**config.mk**
```make
export PLATFORM = sky130hd
export DESIGN_NAME = inst_mem_loader
export DESIGN_NICKNAME = d
export VERILOG_FILES = /design/src/rtl/mips_dbg_pkg.sv /design/src/rtl/loader_timeout.sv /design/src/rtl/inst_mem_loader.sv
export SDC_FILE = /design/constraint.sdc
export NUM_CORES = 1
export LEC_CHECK = 0
export CORE_MARGIN = 4
export CORE_UTILIZATION = 53
export DETAILED_ROUTE_END_ITERATION = 7
export GPL_TIMING_DRIVEN = 0
export PLACE_DENSITY = 0.8
export SLEW_MARGIN = 5
export SYNTH_ARGS = -nofsm -noshare
export SYNTH_HDL_FRONTEND = slang
export SYNTH_SLANG_ARGS = --single-unit
```
**constraint.sdc**
```tcl
create_clock -name i_clk -period 3.95 [get_ports i_clk]
set_clock_uncertainty 0.05 [all_clocks]
set_input_delay 0.79 -clock i_clk [delete_from_list [all_inputs] [get_ports i_clk]]
set_output_delay 0.79 -clock i_clk [all_outputs]
set_load 0.02 [all_outputs]
```
**src/rtl/mips_dbg_pkg.sv**
```systemverilog
// Shared debugger definitions: loader FSM states, command bytes and error codes.
// INST_LOADER_CHECKSUM_EN adds the CSUM state to the loader state enum.
package mips_dbg_pkg;

`ifdef INST_LOADER_CHECKSUM_EN
    typedef enum logic [1:0] {
        ST_IDLE  = 2'd0,
        ST_COUNT = 2'd1,
        ST_DATA  = 2'd2,
        ST_CSUM  = 2'd3
    } loader_state_t;
`else
    typedef enum logic [1:0] {
        ST_IDLE  = 2'd0,
        ST_COUNT = 2'd1,
        ST_DATA  = 2'd2
    } loader_state_t;
`endif

    // Debugger command bytes received over the UART link.
    localparam logic [7:0] CMD_LOAD = 8'h4C;
    localparam logic [7:0] CMD_RUN  = 8'h52;
    localparam logic [7:0] CMD_STEP = 8'h53;
    localparam logic [7:0] CMD_HALT = 8'h48;
    localparam logic [7:0] CMD_DUMP = 8'h44;

    localparam logic [1:0] ERR_NONE    = 2'b00;
    localparam logic [1:0] ERR_COUNT   = 2'b01;
    localparam logic [1:0] ERR_TIMEOUT = 2'b10;
    localparam logic [1:0] ERR_CSUM    = 2'b11;

endpackage

```
**src/rtl/loader_timeout.sv**
```systemverilog
// Reloadable down-counter: o_expired flags the TIMEOUT_CYCLES-th consecutive
// running cycle without a reload.
module loader_timeout #(
    parameter int TIMEOUT_CYCLES = 1000000
) (
    input  logic i_clk,
    input  logic i_rst,
    input  logic i_run,
    input  logic i_reload,
    output logic o_expired
);
    localparam int CNT_W = $clog2(TIMEOUT_CYCLES + 1);
    localparam logic [CNT_W-1:0] LOAD_VAL = CNT_W'(TIMEOUT_CYCLES);

    logic [CNT_W-1:0] cnt_q;

    always_ff @(posedge i_clk or posedge i_rst) begin
        if (i_rst) begin
            cnt_q <= LOAD_VAL;
        end else if (!i_run || i_reload) begin
            cnt_q <= LOAD_VAL;
        end else if (cnt_q != '0) begin
            cnt_q <= cnt_q - CNT_W'(1);
        end
    end

    // Fires while the last count is pending so the owner reacts on that edge.
    assign o_expired = i_run && !i_reload && (cnt_q == CNT_W'(1));

endmodule

```
**src/rtl/inst_mem_loader.sv**
```systemverilog
// Assembles a framed UART byte stream into big-endian words and writes them to
// instruction memory. INST_LOADER_CHECKSUM_EN adds a trailing XOR checksum byte.
module inst_mem_loader #(
    parameter int         DATA_WIDTH     = 32,
    parameter int         ADDR_WIDTH     = 32,
    parameter int         MAX_WORDS      = 64,
    parameter logic [7:0] CMD_LOAD       = 8'h4C,
    parameter int         TIMEOUT_CYCLES = 1000000
) (
    input  logic                           i_clk,
    input  logic                           i_rst,
    input  logic                           i_enable,
    input  logic [7:0]                     i_rx_data,
    input  logic                           i_rx_done,
    output logic                           o_inst_write_enable,
    output logic [ADDR_WIDTH-1:0]          o_write_addr,
    output logic [DATA_WIDTH-1:0]          o_write_data,
    output logic                           o_loading,
    output logic                           o_done,
    output logic [1:0]                     o_error,
    output logic [$clog2(MAX_WORDS+1)-1:0] o_words_loaded,
    output logic [1:0]                     o_state
);
    import mips_dbg_pkg::loader_state_t;
    import mips_dbg_pkg::ST_IDLE;
    import mips_dbg_pkg::ST_COUNT;
    import mips_dbg_pkg::ST_DATA;
    import mips_dbg_pkg::ERR_NONE;
    import mips_dbg_pkg::ERR_COUNT;
    import mips_dbg_pkg::ERR_TIMEOUT;
`ifdef INST_LOADER_CHECKSUM_EN
    import mips_dbg_pkg::ST_CSUM;
    import mips_dbg_pkg::ERR_CSUM;
`endif

    localparam int WC_W = $clog2(MAX_WORDS + 1);

    // Byte handshake: i_rx_data is meaningful only in a cycle with i_rx_done
    // high; there is no backpressure, so every tick is consumed when it arrives.
    loader_state_t                 state_q, state_n;
    logic [DATA_WIDTH-9:0]         asm_q, asm_n;
    logic [1:0]                    bcnt_q, bcnt_n;
    logic [WC_W-1:0]               nwords_q, nwords_n;
    logic                          we_n, done_n, loading_n;
    logic [ADDR_WIDTH-1:0]         addr_n;
    logic [DATA_WIDTH-1:0]         data_n;
    logic [1:0]                    err_n;
    logic [WC_W-1:0]               words_n;
    logic [DATA_WIDTH-1:0]         word_full;
    logic                          expired;
`ifdef INST_LOADER_CHECKSUM_EN
    logic [7:0]                    xor_q, xor_n;
`endif

    loader_timeout #(
        .TIMEOUT_CYCLES(TIMEOUT_CYCLES)
    ) u_timeout (
        .i_clk    (i_clk),
        .i_rst    (i_rst),
        .i_run    (state_q != ST_IDLE),
        .i_reload (i_rx_done),
        .o_expired(expired)
    );

    assign word_full = {asm_q, i_rx_data};
    assign o_state   = state_q;

    always_comb begin
        state_n   = state_q;
        asm_n     = asm_q;
        bcnt_n    = bcnt_q;
        nwords_n  = nwords_q;
        we_n      = 1'b0;
        done_n    = 1'b0;
        loading_n = o_loading;
        addr_n    = o_write_addr;
        data_n    = o_write_data;
        err_n     = o_error;
        words_n   = o_words_loaded;
`ifdef INST_LOADER_CHECKSUM_EN
        xor_n     = xor_q;
`endif
        if (state_q != ST_IDLE && expired) begin
            // Partial word is dropped; completed writes stay in memory.
            state_n   = ST_IDLE;
            err_n     = ERR_TIMEOUT;
            loading_n = 1'b0;
        end else begin
            unique case (state_q)
                ST_IDLE: begin
                    loading_n = 1'b0;
                    if (i_rx_done && i_enable && i_rx_data == CMD_LOAD) begin
                        state_n   = ST_COUNT;
                        err_n     = ERR_NONE;
                        words_n   = '0;
                        bcnt_n    = '0;
                        loading_n = 1'b1;
`ifdef INST_LOADER_CHECKSUM_EN
                        xor_n     = '0;
`endif
                    end
                end
                ST_COUNT: begin
                    if (i_rx_done) begin
                        if (i_rx_data == 8'd0) begin
                            state_n   = ST_IDLE;
                            done_n    = 1'b1;
                            loading_n = 1'b0;
                        end else if (int'(i_rx_data) > MAX_WORDS) begin
                            state_n   = ST_IDLE;
                            err_n     = ERR_COUNT;
                            loading_n = 1'b0;
                        end else begin
                            state_n  = ST_DATA;
                            nwords_n = WC_W'(i_rx_data);
                        end
                    end
                end
                ST_DATA: begin
                    if (i_rx_done) begin
                        asm_n  = word_full[DATA_WIDTH-9:0];
                        bcnt_n = bcnt_q + 2'd1;
`ifdef INST_LOADER_CHECKSUM_EN
                        xor_n  = xor_q ^ i_rx_data;
`endif
                        if (bcnt_q == 2'd3) begin
                            we_n    = 1'b1;
                            addr_n  = ADDR_WIDTH'(o_words_loaded) << 2;
                            data_n  = word_full;
                            words_n = o_words_loaded + WC_W'(1);
                            // o_loading is left high; IDLE drops it one cycle later.
                            if (words_n == nwords_q) begin
`ifdef INST_LOADER_CHECKSUM_EN
                                state_n = ST_CSUM;
`else
                                state_n = ST_IDLE;
                                done_n  = 1'b1;
`endif
                            end
                        end
                    end
                end
`ifdef INST_LOADER_CHECKSUM_EN
                ST_CSUM: begin
                    if (i_rx_done) begin
                        state_n = ST_IDLE;
                        if (i_rx_data == xor_q) begin
                            done_n = 1'b1;
                        end else begin
                            err_n = ERR_CSUM;
                        end
                    end
                end
`endif
                default: state_n = ST_IDLE;
            endcase
        end
    end

    always_ff @(posedge i_clk or posedge i_rst) begin
        if (i_rst) begin
            state_q             <= ST_IDLE;
            asm_q               <= '0;
            bcnt_q              <= '0;
            nwords_q            <= '0;
            o_inst_write_enable <= 1'b0;
            o_write_addr        <= '0;
            o_write_data        <= '0;
            o_loading           <= 1'b0;
            o_done              <= 1'b0;
            o_error             <= ERR_NONE;
            o_words_loaded      <= '0;
`ifdef INST_LOADER_CHECKSUM_EN
            xor_q               <= '0;
`endif
        end else begin
            state_q             <= state_n;
            asm_q               <= asm_n;
            bcnt_q              <= bcnt_n;
            nwords_q            <= nwords_n;
            o_inst_write_enable <= we_n;
            o_write_addr        <= addr_n;
            o_write_data        <= data_n;
            o_loading           <= loading_n;
            o_done              <= done_n;
            o_error             <= err_n;
            o_words_loaded      <= words_n;
`ifdef INST_LOADER_CHECKSUM_EN
            xor_q               <= xor_n;
`endif
        end
    end

endmodule

```
# Word level (Yosys, flattened, before mapping)

Index checks and enable logic that the tools add are counted.

$add $sub $neg: 3
Magnitude comparators: 1
Equality and inequality tests: 17
Multiplexer cells: 40
Bitwise operators: 3
Reductions and logical operators: 23

Operator list:

| kind                                                  | number |
|---|---|
| two-way mux 20 bit                                    | 2 |
| two-way mux 2 bit                                     | 14 |
| two-way mux 7 bit                                     | 3 |
| inequality test 3 bit (second input constant)         | 7 |
| equality test 20 x 1 -> 1 bit (second input constant) | 1 |
| AND reduction 5 bit                                   | 4 |
| nonzero test 20 bit                                   | 1 |
| subtractor 20 x 1 -> 20 bit (second input constant)   | 1 |
| two-way mux 1 bit                                     | 15 |
| one-hot mux 7 bit (2 select lines)                    | 1 |
| equality test 8 x 7 -> 1 bit (second input constant)  | 1 |
| > comparator 8 x 7 -> 1 bit (second input constant)   | 1 |
| logical NOT 8 bit                                     | 1 |
| one-hot mux 2 bit (2 select lines)                    | 2 |
| AND reduction 4 bit                                   | 2 |
| adder 7 x 1 -> 7 bit (second input constant)          | 1 |
| equality test 7 bit                                   | 1 |
| inequality test 2 bit (second input constant)         | 3 |
| one-hot mux 2 bit (3 select lines)                    | 1 |
| AND reduction 3 bit                                   | 2 |
| nonzero test 2 bit                                    | 3 |
| logical AND 1 bit                                     | 5 |
| equality test 2 bit (second input constant)           | 2 |
| inequality test 4 bit (second input constant)         | 1 |
| 8 further kinds                                       | 12 |

Register bits after elaboration: 106
Bits of input ports: 12
Output and inout bits: 78
Logic and storage cells: 99

# Depth between registers and ports, before layout

Depth after elaboration: 7
Gate-level depth with buffers: 10
Gate-level depth less buffers: 8

# By module

A second synthesis with hierarchy kept.

Cells, all modules: 481
Area total of the unflattened synthesis: 5215.0 µm²

By module, submodules not included:

| module          | instances | cells an instance | area an instance (µm²) | sequential area each (µm²) |
|---|---|---|---|---|
| inst_mem_loader | 1         | 347               | 3965.1                 | 2152.1 |
| loader_timeout  | 1         | 134               | 1249.9                 | 509.2 |

# Worst setup path after synthesis

No wires, ideal clock.

Path kind: input to register
Start point: in i_rx_data[4]
End point: reg nwords_q[0]
Arrival: 2.385 ns
Slack: 1.391 ns
Stages on the path: 4
Buffers on the path: 0
Cell sequence: or4_4 > o31a_2 > nor4_4 > mux2_2

Word-level cells in the longest chain between the ends: 3
Elaborated cells on any way between the ends: 5

RTL lines:

| element                                                                 | line                                           | RTL |
|---|---|---|
| from (decl)                                                             | inst_mem_loader.sv:13                          | `input logic [7:0] i_rx_data,` |
| > comparator 8 x 7 -> 1 bit / logical NOT 8 bit (equally long branches) | inst_mem_loader.sv:109, inst_mem_loader.sv:105 |  |
| inverter 1 bit (no source line)                                         | --                                             |  |
| AND reduction 5 bit (no source line) (*)                                | --                                             |  |
| to (signal assigned)                                                    | inst_mem_loader.sv:180                         | `nwords_q <= nwords_n;` |
| to (decl)                                                               | inst_mem_loader.sv:43                          | `logic [WC_W-1:0] nwords_q, nwords_n;` |

Mark *: on every way between the ends. The rest lies on a longest branch, timed or not.
A chain may end at the register's enable or synchronous reset.

# Worst setup path in the final report

Start point: in i_rx_data[4]
End point: reg nwords_q[3]

The elaborated chain is that of the path after synthesis.

==> summary.md <==
| Metric | Value |
|---|---|
| Outcome | `completed` |
| Worst Setup SP | `i_rx_data[4]` |
| Die area | `11,100 µm²` |
| CTS Buffer Depth | `2` |
| Most frequently used flop master after synthesis | `sky130_fd_sc_hd__dfrtp_1` |
| Root Buffer Master | `sky130_fd_sc_hd__clkbuf_8` |
| Total of hold buffers inserted after clock tree synthesis | `0` |
| Internal portion of total power | `1.82 mW` |
| Synth Register Bits | `106` |
| Number of unique standard cell types used by synthesis | `53` |
| Synthesis-to-finish area growth | `21.7%` |
| Post-DR vias/cell | `5.28` |
| Met1 demand-to-capacity share in global routing | `24.2%` |
| Die outline width | `105 µm` |
| Worst setup EP type | `flip-flop` |
| Number of DRC markers in iteration 0 | `167` |
| R2r startpoint | `o_state[1]` |
| CTS tree | `yes` |
| Tot GR Track Use | `19.0%` |
| Total number of clock tree sinks | `106` |
| Period utilisation layout | `72.2%` |
| Post-CTS Setup Repair Bufs | `0` |
| H-tree levels | `3` |
| Number of enable-type register cells in the synthesized netlist | `0` |
| CTS clock-pin slew for the worst setup and hold paths | `0.09 ns` |
| Switching component of the power | `0.958 mW` |
| Area of the mapped netlist | `5020 µm²` |
| Ordered list of cells on the worst path | `clkdlybuf4s50_1, or4_4, o31a_2, nor4_4, mux2_2` |
| Worst Hold Launch | `bcnt_q[1]` |
| Initial Utilization | `54.4%` |
| Highest net fanout along the worst path | `8` |
| Power Dens Cells | `455 nW/µm²` |
| Hold Worst Slack | `0.457 ns` |
| Maximum achievable frequency | `351 MHz` |
| Die Height | `105 µm` |
| DRC violation count after routing | `0` |
| Critical path's top delay family | `simple AND/OR/NAND/NOR gates` |
| Crit path buf inv count | `1` |
| Total wire length | `10.0 mm` |
| Most used routing layer | `met2` |
| Max-slew violation total from the final report | `0` |
| Combinational power share | `29.9%` |
| Static leakage | `2.82 nW` |
| Total power | `2.78 mW` |
| Standard cell core area | `9240 µm²` |
| Ranking of synthesized cells by area | `sky130_fd_sc_hd__dfrtp_1 (49%), sky130_fd_sc_hd__mux2_2 (16%), sky130_fd_sc_hd__buf_4 (3.7%)` |
| Number of iterations in the first detailed-routing pass | `4` |
| Routed vias | `3,476` |
| Period minus WS final | `2.85 ns` |
| Vias in the first global route | `3,437` |
| Post-cts resize count | `0` |
| Required time at the worst-slack endpoint | `4.16 ns` |
| Unrepaired setup endpoints after global routing | `false` |
| Final layout net count | `544` |
| Placed Instance Area | `5940 µm²` |
| Final setup violating endpoints | `0` |
| Summed area of non-filler cells in the final layout | `6120 µm²` |
| Global-route track usage on met2 | `32.0%` |
| Total half-perimeter wirelength after legalization and detailed placement | `7.36 mm` |
| Post-Synthesis Cells | `424` |
| Pin count of the biggest net entering global routing | `69` |
| Port Buffers | `64` |
| Routed wirelength normalized by instance count | `15.2 µm` |
| Share of Yosys cell area claimed by the top area cell type | `49.3%` |
| Number of rows created at floorplan | `35` |
| Setup CP Type | `in -> reg` |
| Worst endpoint data arrival time | `3.06 ns` |
| Share of the yosys chip area belonging to registers | `53.0%` |
| Critical path startpoint category | `primary input` |
| Non-filler instance count after layout | `658` |
| Number of max-cap violations | `0` |
| Most instantiated library cell after synthesis | `sky130_fd_sc_hd__dfrtp_1` |
| Global route total overflow | `0` |
| Number of buffers inserted during clock tree synthesis | `9` |
| Leading area contributor after synthesis | `sky130_fd_sc_hd__dfrtp_1` |
| Total negative setup slack | `0 ns` |
| Antenna violations before repair | `0` |
| Max-Slew Margin vs Limit | `45.8%` |
| Hold violation count in the final report | `0` |
| Peak ir drop on the vdd network | `351 µV` |
| Slowest cell on crit path | `sky130_fd_sc_hd__or4_4` |
| Worst slack at placement | `0.730 ns` |
| Post-synthesis async set-or-reset flop share | `100%` |
| Avg Cell Area, Syn | `11.9 µm²` |
| Met3 GRT Util | `4.16%` |
| Gp weighted congestion | `0.837` |
| Placed instance count | `642` |
| Wire length of the first global-routing pass | `17.0 mm` |
| Clock Latency Late Sink | `0.37 ns` |
| Setup ws final | `1.10 ns` |
| Maximum single-stage delay on the critical path | `0.61 ns` |
| Final core utilization | `66.2%` |
| Number of top-level pins | `90` |
| Classification of the worst-slack hold path | `reg -> reg` |
| Fraction of layout instances using a drive strength above 1 | `25.5%` |
| Ant diodes | `0` |
| Relative contribution of the clock network to total power | `22.0%` |
| Flop pwr share | `48.1%` |
| Transition time at the pin with the least slew margin | `0.814 ns` |
| Switching power as a share of total power | `34.5%` |
| Routed Antenna Nets | `0` |
| Most frequent cells after synthesis | `sky130_fd_sc_hd__dfrtp_1 (99), sky130_fd_sc_hd__mux2_2 (71), sky130_fd_sc_hd__buf_4 (25)` |
| Total number of yosys warnings | `0` |
## per-layer routing
layer  routed length [µm]  vias up  part of all wire [%]
met2                 5190       94                    52
li1                     -     1658                     -
met3                  511       12                   5.1
met1                 4170     1712                    42
met4                  149        0                   1.5
met5                    0        -                     0
## placed cells by master (no fill, tap or decap), types with 3 or more instances in the layout
master                            count
sky130_fd_sc_hd__dfrtp_1             99
sky130_fd_sc_hd__mux2_2              71
sky130_fd_sc_hd__clkdlybuf4s50_1     64
sky130_fd_sc_hd__buf_4               25
sky130_fd_sc_hd__conb_1              25
sky130_fd_sc_hd__nand2_1             24
sky130_fd_sc_hd__nor2_1              21
sky130_fd_sc_hd__o21ai_0             20
sky130_fd_sc_hd__xnor2_1             17
sky130_fd_sc_hd__nor3_1              11
sky130_fd_sc_hd__nor4_1              10
sky130_fd_sc_hd__inv_1               10
sky130_fd_sc_hd__nand3_1              9
sky130_fd_sc_hd__clkbuf_8             9
sky130_fd_sc_hd__clkbuf_1             8
sky130_fd_sc_hd__ha_1                 8
sky130_fd_sc_hd__o31ai_1              7
sky130_fd_sc_hd__dfstp_2              7
sky130_fd_sc_hd__nand4_1              6
sky130_fd_sc_hd__or3_1                6
sky130_fd_sc_hd__xor2_1               6
sky130_fd_sc_hd__a21oi_1              5
sky130_fd_sc_hd__buf_1                4
sky130_fd_sc_hd__buf_2                4
sky130_fd_sc_hd__nor4b_1              3
sky130_fd_sc_hd__and2_1               3
sky130_fd_sc_hd__clkinvlp_4           3
## cells by family after synthesis
| logic type | count (synthesis) | share of synthesized area [%] |
|---|---|---|
| DFF | 106 | 53.0 |
| adders and majority gates | 8 | 1.99 |
| and+or+nand+nor | 111 | 12.2 |
| AOI/OAI and AO/OA | 52 | 7.02 |
| muxes | 71 | 15.9 |
| other | 1 | 0.0746 |
| xor gates and xnor gates | 23 | 4.01 |
| buffers and inverters | 52 | 5.85 |
## state kept, by name (all words and copies together) (netlist names)
signal and cells:
o_error 2, u_timeout.cnt_q 20, asm_q 24, o_done 1, nwords_q 7, o_inst_write_enable 1, o_loading 1, bcnt_q 2
o_write_addr 7, o_write_data 32, o_words_loaded 7, o_state 2
## tightest hold or removal path, stage by stage (launching register included)
cell and delay, ns:
sky130_fd_sc_hd__dfrtp_1 0.37, sky130_fd_sc_hd__nand2_1 0.05, sky130_fd_sc_hd__o21ai_0 0.06
## power groups by stage
stage	clock (mW)	sequential, mW	combinational, mW
after detailed placement	0	1.36	0.827
after global placement	0	1.35	0.797
final	0.611	1.34	0.831
after global routing	0.670	1.36	0.932
after floorplan	0	1.35	0.615
after CTS	0.629	1.34	0.836
## final timing paths
path	endpoint	slack, ns	depth (start not counted)
setup / recovery	nwords_q[3]	1.10	5
hold / removal	bcnt_q[1]	0.46	2
setup reg to reg	o_state[0]	1.29	10
hold reg to reg	bcnt_q[1]	0.46	2
max in group asynchronous	u_timeout.cnt_q[18]	2.20	3
min in group asynchronous	u_timeout.cnt_q[7]	0.89	2
## final cells by class
type / count / area (µm²)
flip-flops and latches: 106 / 2660
clock inverters: 7 / 52.6
fillers: 723 / 3120
clock buffers: 9 / 124
inverters: 11 / 43.8
repair buffers: 65 / 661
plain buffers: 41 / 253
well taps: 129 / 161
multi-input cells: 290 / 2160
(Power assumes the default switching activity.)
